==> src/rtl/vga_line_fetcher.sv <==
// Shared video-RAM scheduler: prefetches upscaled framebuffer rows into ping-pong
// line buffers for the VGA output and serves game-logic pixel writes in idle cycles.
module vga_line_fetcher #(
  parameter int DATA_W   = 12,
  parameter int FB_W     = 160,
  parameter int FB_H     = 120,
  parameter int SHIFT    = 2,
  parameter int V_ACTIVE = 480,
  parameter int ADDR_W   = 15
) (
  input  logic              clk,
  input  logic              rst,
  input  logic              v_sync,
  input  logic              available,
  input  logic [15:0]       pix_x,
  input  logic [15:0]       pix_y,
  output logic [ADDR_W-1:0] mem_addr,
  output logic              mem_we,
  output logic [DATA_W-1:0] mem_wdata,
  input  logic [DATA_W-1:0] mem_rdata,
  input  logic              wr_req,
  input  logic [ADDR_W-1:0] wr_addr,
  input  logic [DATA_W-1:0] wr_data,
  output logic              wr_ack,
  output logic [DATA_W-1:0] pix_rgb,
  output logic              underrun,
  output logic              fetch_busy
);

  localparam int COL_W   = $clog2(FB_W);
  localparam int ROW_W   = $clog2(FB_H);
  localparam int FB_SIZE = FB_W * FB_H;

  typedef enum logic [1:0] {IDLE = 2'd0, FETCH = 2'd1, DRAIN = 2'd2} state_t;

  state_t              state_r, state_s;
  logic [COL_W-1:0]    col_r, col_s, col_d_r, col_d_s;
  logic                rd_v_r, rd_v_s;
  logic [ADDR_W-1:0]   base_r, base_s;
  logic [ROW_W-1:0]    back_row_r, back_row_s, front_row_r;
  logic                front_sel_r, swap_pending_r, set_pending_s;
  logic                vs_d_r, av_d_r;
  logic                vs_fall_s, av_fall_s, av_rise_s, busy_s, swap_s, wr_ok_s;
  logic                trig_s;
  logic [ROW_W-1:0]    trig_row_s;
  logic [ADDR_W-1:0]   trig_base_s;
  logic [16:0]         next_y_s, av_row_full_s;
  logic [15:0]         px_col_s;
  logic [COL_W-1:0]    disp_col_s;
  logic                disp_sel_s;
  logic [DATA_W-1:0]   line_buf [0:1][0:FB_W-1];

  assign vs_fall_s     = vs_d_r & ~v_sync;
  assign av_fall_s     = av_d_r & ~available;
  assign av_rise_s     = available & ~av_d_r;
  assign busy_s        = (state_r != IDLE);
  assign swap_s        = av_rise_s & swap_pending_r & ~busy_s;
  assign next_y_s      = {1'b0, pix_y} + 17'd1;
  assign av_row_full_s = next_y_s >> SHIFT;
  assign trig_base_s   = ADDR_W'(trig_row_s) * ADDR_W'(FB_W);
  assign wr_ok_s       = ({1'b0, wr_addr} < (ADDR_W + 1)'(FB_SIZE));
  // The swapping edge already shows the new front buffer.
  assign disp_sel_s    = front_sel_r ^ swap_s;

  // Fetch trigger decode; frame start always refetches row 0.
  always_comb begin
    trig_s     = 1'b0;
    trig_row_s = '0;
    if (vs_fall_s) begin
      trig_s     = 1'b1;
      trig_row_s = '0;
    end else if (av_fall_s && (next_y_s != 17'(V_ACTIVE)) &&
                 (av_row_full_s != 17'(front_row_r))) begin
      trig_s     = 1'b1;
      trig_row_s = av_row_full_s[ROW_W-1:0];
    end else begin
      trig_s     = 1'b0;
      trig_row_s = '0;
    end
  end

  // Display column clamps to the last framebuffer column.
  always_comb begin
    px_col_s = pix_x >> SHIFT;
    if (px_col_s >= 16'(FB_W)) begin
      disp_col_s = COL_W'(FB_W - 1);
    end else begin
      disp_col_s = px_col_s[COL_W-1:0];
    end
  end

  // Next-state and RAM port arbitration; the trigger cycle itself issues column 0.
  always_comb begin
    state_s       = state_r;
    col_s         = col_r;
    col_d_s       = col_d_r;
    rd_v_s        = 1'b0;
    base_s        = base_r;
    back_row_s    = back_row_r;
    set_pending_s = 1'b0;
    mem_addr      = '0;
    mem_we        = 1'b0;
    mem_wdata     = '0;
    wr_ack        = 1'b0;
    if (!rst) begin
      state_s = IDLE;
    end else begin
      case (state_r)
        IDLE: begin
          if (trig_s) begin
            mem_addr   = trig_base_s;
            rd_v_s     = 1'b1;
            col_d_s    = '0;
            col_s      = COL_W'(1);
            base_s     = trig_base_s;
            back_row_s = trig_row_s;
            state_s    = FETCH;
          end else if (wr_req) begin
            wr_ack    = 1'b1;
            mem_addr  = wr_addr;
            mem_we    = wr_ok_s;
            mem_wdata = wr_data;
          end else begin
            state_s = IDLE;
          end
        end
        FETCH: begin
          mem_addr = base_r + ADDR_W'(col_r);
          rd_v_s   = 1'b1;
          col_d_s  = col_r;
          col_s    = col_r + COL_W'(1);
          if (col_r == COL_W'(FB_W - 1)) begin
            state_s = DRAIN;
          end else begin
            state_s = FETCH;
          end
        end
        DRAIN: begin
          state_s       = IDLE;
          set_pending_s = 1'b1;
        end
        default: state_s = IDLE;
      endcase
    end
  end

  always_ff @(posedge clk) begin
    if (!rst) begin
      state_r        <= IDLE;
      col_r          <= '0;
      col_d_r        <= '0;
      rd_v_r         <= 1'b0;
      base_r         <= '0;
      back_row_r     <= '0;
      front_row_r    <= '0;
      front_sel_r    <= 1'b0;
      swap_pending_r <= 1'b0;
      vs_d_r         <= 1'b0;
      av_d_r         <= 1'b0;
      underrun       <= 1'b0;
      fetch_busy     <= 1'b0;
      pix_rgb        <= '0;
    end else begin
      state_r    <= state_s;
      col_r      <= col_s;
      col_d_r    <= col_d_s;
      rd_v_r     <= rd_v_s;
      base_r     <= base_s;
      back_row_r <= back_row_s;
      vs_d_r     <= v_sync;
      av_d_r     <= available;
      fetch_busy <= (state_s != IDLE);
      underrun   <= underrun | (busy_s & (trig_s | av_rise_s));
      if (swap_s) begin
        front_sel_r    <= ~front_sel_r;
        front_row_r    <= back_row_r;
        swap_pending_r <= 1'b0;
      end else if (set_pending_s) begin
        swap_pending_r <= 1'b1;
      end
      pix_rgb <= available ? line_buf[disp_sel_s][disp_col_s] : '0;
    end
  end

  // Read data lands one clock after its address; buffer contents survive reset.
  always_ff @(posedge clk) begin
    if (rd_v_r && rst) begin
      line_buf[~front_sel_r][col_d_r] <= mem_rdata;
    end
  end

endmodule

==> config.mk <==
export PLATFORM = sky130hd
export DESIGN_NAME = vga_line_fetcher
export DESIGN_NICKNAME = d
export VERILOG_FILES = /design/src/rtl/vga_line_fetcher.sv
export SDC_FILE = /design/constraint.sdc
export NUM_CORES = 2
export LEC_CHECK = 0
export BUFFER_PORTS_ARGS = -buffer_cell sky130_fd_sc_hd__buf_2
export CORE_MARGIN = 5
export CORE_UTILIZATION = 35
export DETAILED_ROUTE_END_ITERATION = 16
export GPL_TIMING_DRIVEN = 0
export MAX_ROUTING_LAYER = met4
export PLACE_DENSITY = 0.48
export REMOVE_ABC_BUFFERS = 1
export SLEW_MARGIN = 10
export SYNTH_ARGS = -nofsm -noshare
export SYNTH_HDL_FRONTEND = slang
export SYNTH_SLANG_ARGS = --single-unit
export TNS_END_PERCENT = 30
==> constraint.sdc <==
create_clock -name clk -period 7.54 [get_ports clk]
set_input_delay 0 -clock clk [delete_from_list [all_inputs] [get_ports clk]]
set_output_delay 0 -clock clk [all_outputs]
set_load 0.01 [all_outputs]
==> flow_summary.toml <==
[floorplanning]
core.rowCount = 242
initial_core_util_pct = 35.1
die_h_um = 670
die-area_um2 = 449000
design.core.area_um2 = 435000
fp.dieW_um = 670
io_pins = 119

[place]
placed_cells = 13300
placed_area_um2 = 165000
hpwl_um = 300000
pre_cts_ws_ns = 0.146
routabilityCongestion = 0.796
numPortBuffers = 116

[detailed_routing]
drtAntennaViolNets = 0
viasPerCell = 5.61
drt_iter0_markers = 8500
num_vias = 79300
drt-pass1-iter-count = 5
routedWlPerCell_um = 33.3
wirelength_um = 470000
drc = 0

[synthesis]
synth.distinct_cells = 92
yosys_warnings = 0
synthArstFlopShare_pct = 0
synth_edf_count = 3840
synthesis.area_um2 = 153000
ys_seq_elements = 3899
synth.avg_cell_area_um2 = 20.1
postSynthCellCount = 7573
seq_area_frac_synth_pct = 76.3
synth_flop_cell = "edfxtp_1"

[global_routing]
grt_first_pass_wirelength_um = 653000
grt_pass1_vias = 80700
antenna_found_initial = 24
grt_max_degree = 127
grt_overflow = 0
grt_usage_pct = 21.1

[setup_path]
worstPathRequired_ns = 8.32
critPathArrivalTime_ns = 8.07
end_kind = "flop"
path_max_fanout = 29
critical_path_class = "reg -> reg"
critPathLaunchType = "flop"

[timing]
post-route-period-util_pct = 96.6
timing.fmax_mhz = 137
hold_viol = 0
min_period_ns = 7.28
tightest_slew_ns = 1.36
worst_slack_ns = 0.257
setup_tns_ns = 0
setup_viol = 0
final.setup_skew_ns = 0.0721
timing.final.max_slew_violations = 0
hold_ws_ns = 0.0564
max-slew-margin-rel_pct = 8.69
rsz0062_at_grt = "false"

[clocking]
htreeDepth = 5
cts_tree = "done"
numCtsBuffers = 422
cts.clk_slew.worst_paths_ns = 0.06
insertion_delay_ns = 1.01
ctsLongestPathBuffers = 4
cts_root_buf = "clkbuf_16"
clock_sinks = 3899

[power_and_ir_drop]
power_density_nw_per_um2 = 252
max-vdd-ir-drop_mv = 0.186
p_leak_nw = 57.6

[final_layout]
drive_above_1_share_pct = 27.1
instances_no_fill = 14100
finalNetCount = 8105
syn2layout_area_growth_pct = 17.3
fin_area_um2 = 179000

[min_path]
min_path_type = "in -> reg"

[run]
maxCapViolCount = 0

[status]
outcome = "finished, final reports clean"
-- through the flow --
step,utilization [%],power [mW]
CTS,41.1,45.5
floorplan,-,24.5
detailed placement,37.9,25.1
global placement,36.4,25.3
global route,41.2,46.4
finish,41.2,45.1
-- cells in the final DEF, fill, tap and decap left out, types with 37 or more instances in the layout --
master / n
a211oi_1: 78
a21oi_1: 124
a22oi_1: 87
and3_1: 37
buf_12: 38
buf_16: 96
buf_2: 108
buf_6: 90
buf_8: 78
bufinv_16: 40
clkbuf_1: 90
clkbuf_16: 424
clkinv_1: 106
clkinv_2: 86
dfxtp_1: 59
dlygate4sd3_1: 45
edfxtp_1: 3840
inv_1: 38
mux2i_1: 217
mux4_2: 875
nand2_1: 473
nand3_1: 168
nor2_1: 163
nor2_2: 240
o21ai_0: 61
o41a_1: 37
-- sequential cells by signal, indices dropped and copies added, names as in the netlist, 2 cells and up --
register	flops
back_row_r	7
base_r	8
col_d_r	8
col_r	8
front_row_r	7
line_buf	3840
pix_rgb	12
state_r	2
-- Yosys cell counts, drive strengths merged, types with 25 or more instances --
master      n  area [um2]
a2111oi    35         307
a211o      33         289
a211oi     79         593
a21oi     124         621
a22oi      87         653
a31oi      34         213
and3       37         231
buf       206        1280
clkbuf    264         991
dfxtp      59        1180
edfxtp   3840      115000
inv        39         146
mux2       34         383
mux2i     217        2170
mux4      875       19700
nand2     487        1840
nand3     179         896
nand4      28         175
nor2      416        1580
nor3       26         146
o211ai     34         255
o21ai      66         330
o22ai      32         200
o41a       37         417
o41ai      25         219
-- path summary, 6_finish.rpt --
check                           slack [ns]          endpoint         start  depth (start not counted)
worst max-delay path                  0.26        pix_rgb[2]    state_r[0]                         18
worst min-delay path                  0.06  line_buf[1][890]  mem_rdata[2]                          2
worst max register to register        0.26        pix_rgb[2]    state_r[0]                         18
worst min register to register        0.47         base_r[7]     base_r[7]                          2
-- power by group --
part / total, mW / internal [mW] / switching [mW]
combinational: 0.836 / 0.169 / 0.668
sequential: 23.8 / 23.8 / 0.00822
clock: 20.4 / 11.7 / 8.70
total: 45.1 / 35.7 / 9.38
-- logic make-up after synthesis --
kind of cell             after synthesis  share of synthesized area (%)
AO/OA/AOI/OAI                        734                           3.54
XOR/XNOR                              24                          0.156
adder cells (fa/ha/maj)               17                          0.149
buffers and inverters                511                           1.59
flip-flops                          3899                           76.3
multiplexers                        1126                           14.6
AND/OR/NAND/NOR                     1262                           3.63
-- critical path, cell delays in order (launching register included) --
cell and delay, ns:
dfxtp_1 0.44, nor4b_4 0.62, a21boi_4 0.12, buf_12 0.18
buf_12 0.18, nor2_8 0.33, buf_16 0.30, buf_16 0.27
buf_12 0.26, buf_16 0.29, buf_12 0.27, buf_12 0.25
buf_16 0.26, mux4_2 0.32, a22oi_1 0.08, o211ai_1 1.00
and4_1 0.55, a211oi_2 0.28, a311oi_1 0.94
-- routing by layer --
| metal | track usage [%] | routed length (um) | vias up |
|---|---|---|---|
| met5 | - | 0 | - |
| met3 | 3.66 | 33100 | 643 |
| met1 | 28.6 | 199000 | 43300 |
| li1 | - | - | 32400 |
| met2 | 32.8 | 224000 | 2935 |
| met4 | 5.97 | 14200 | 0 |
-- final cells by class --
type                    count  area (um2)
well taps                5734        7170
fillers                 38000      256000
flip-flops and latches   3899      116000
clock inverters           264        2560
multi-input cells        3163       34800
clock buffers             519       11000
repair buffers            485        6800
inverters                  41         154
diodes                     18        45.0
-- repair_timing --
action | 4_1_cts | 5_1_grt
hold buffers | 45 | 0
setup buffers | 0 | 0
endpoints found under the hold margin | 2314 | 0
endpoints found under the setup margin | 0 | 1
gates resized for setup | 0 | 1
(Power assumes the default switching activity.)
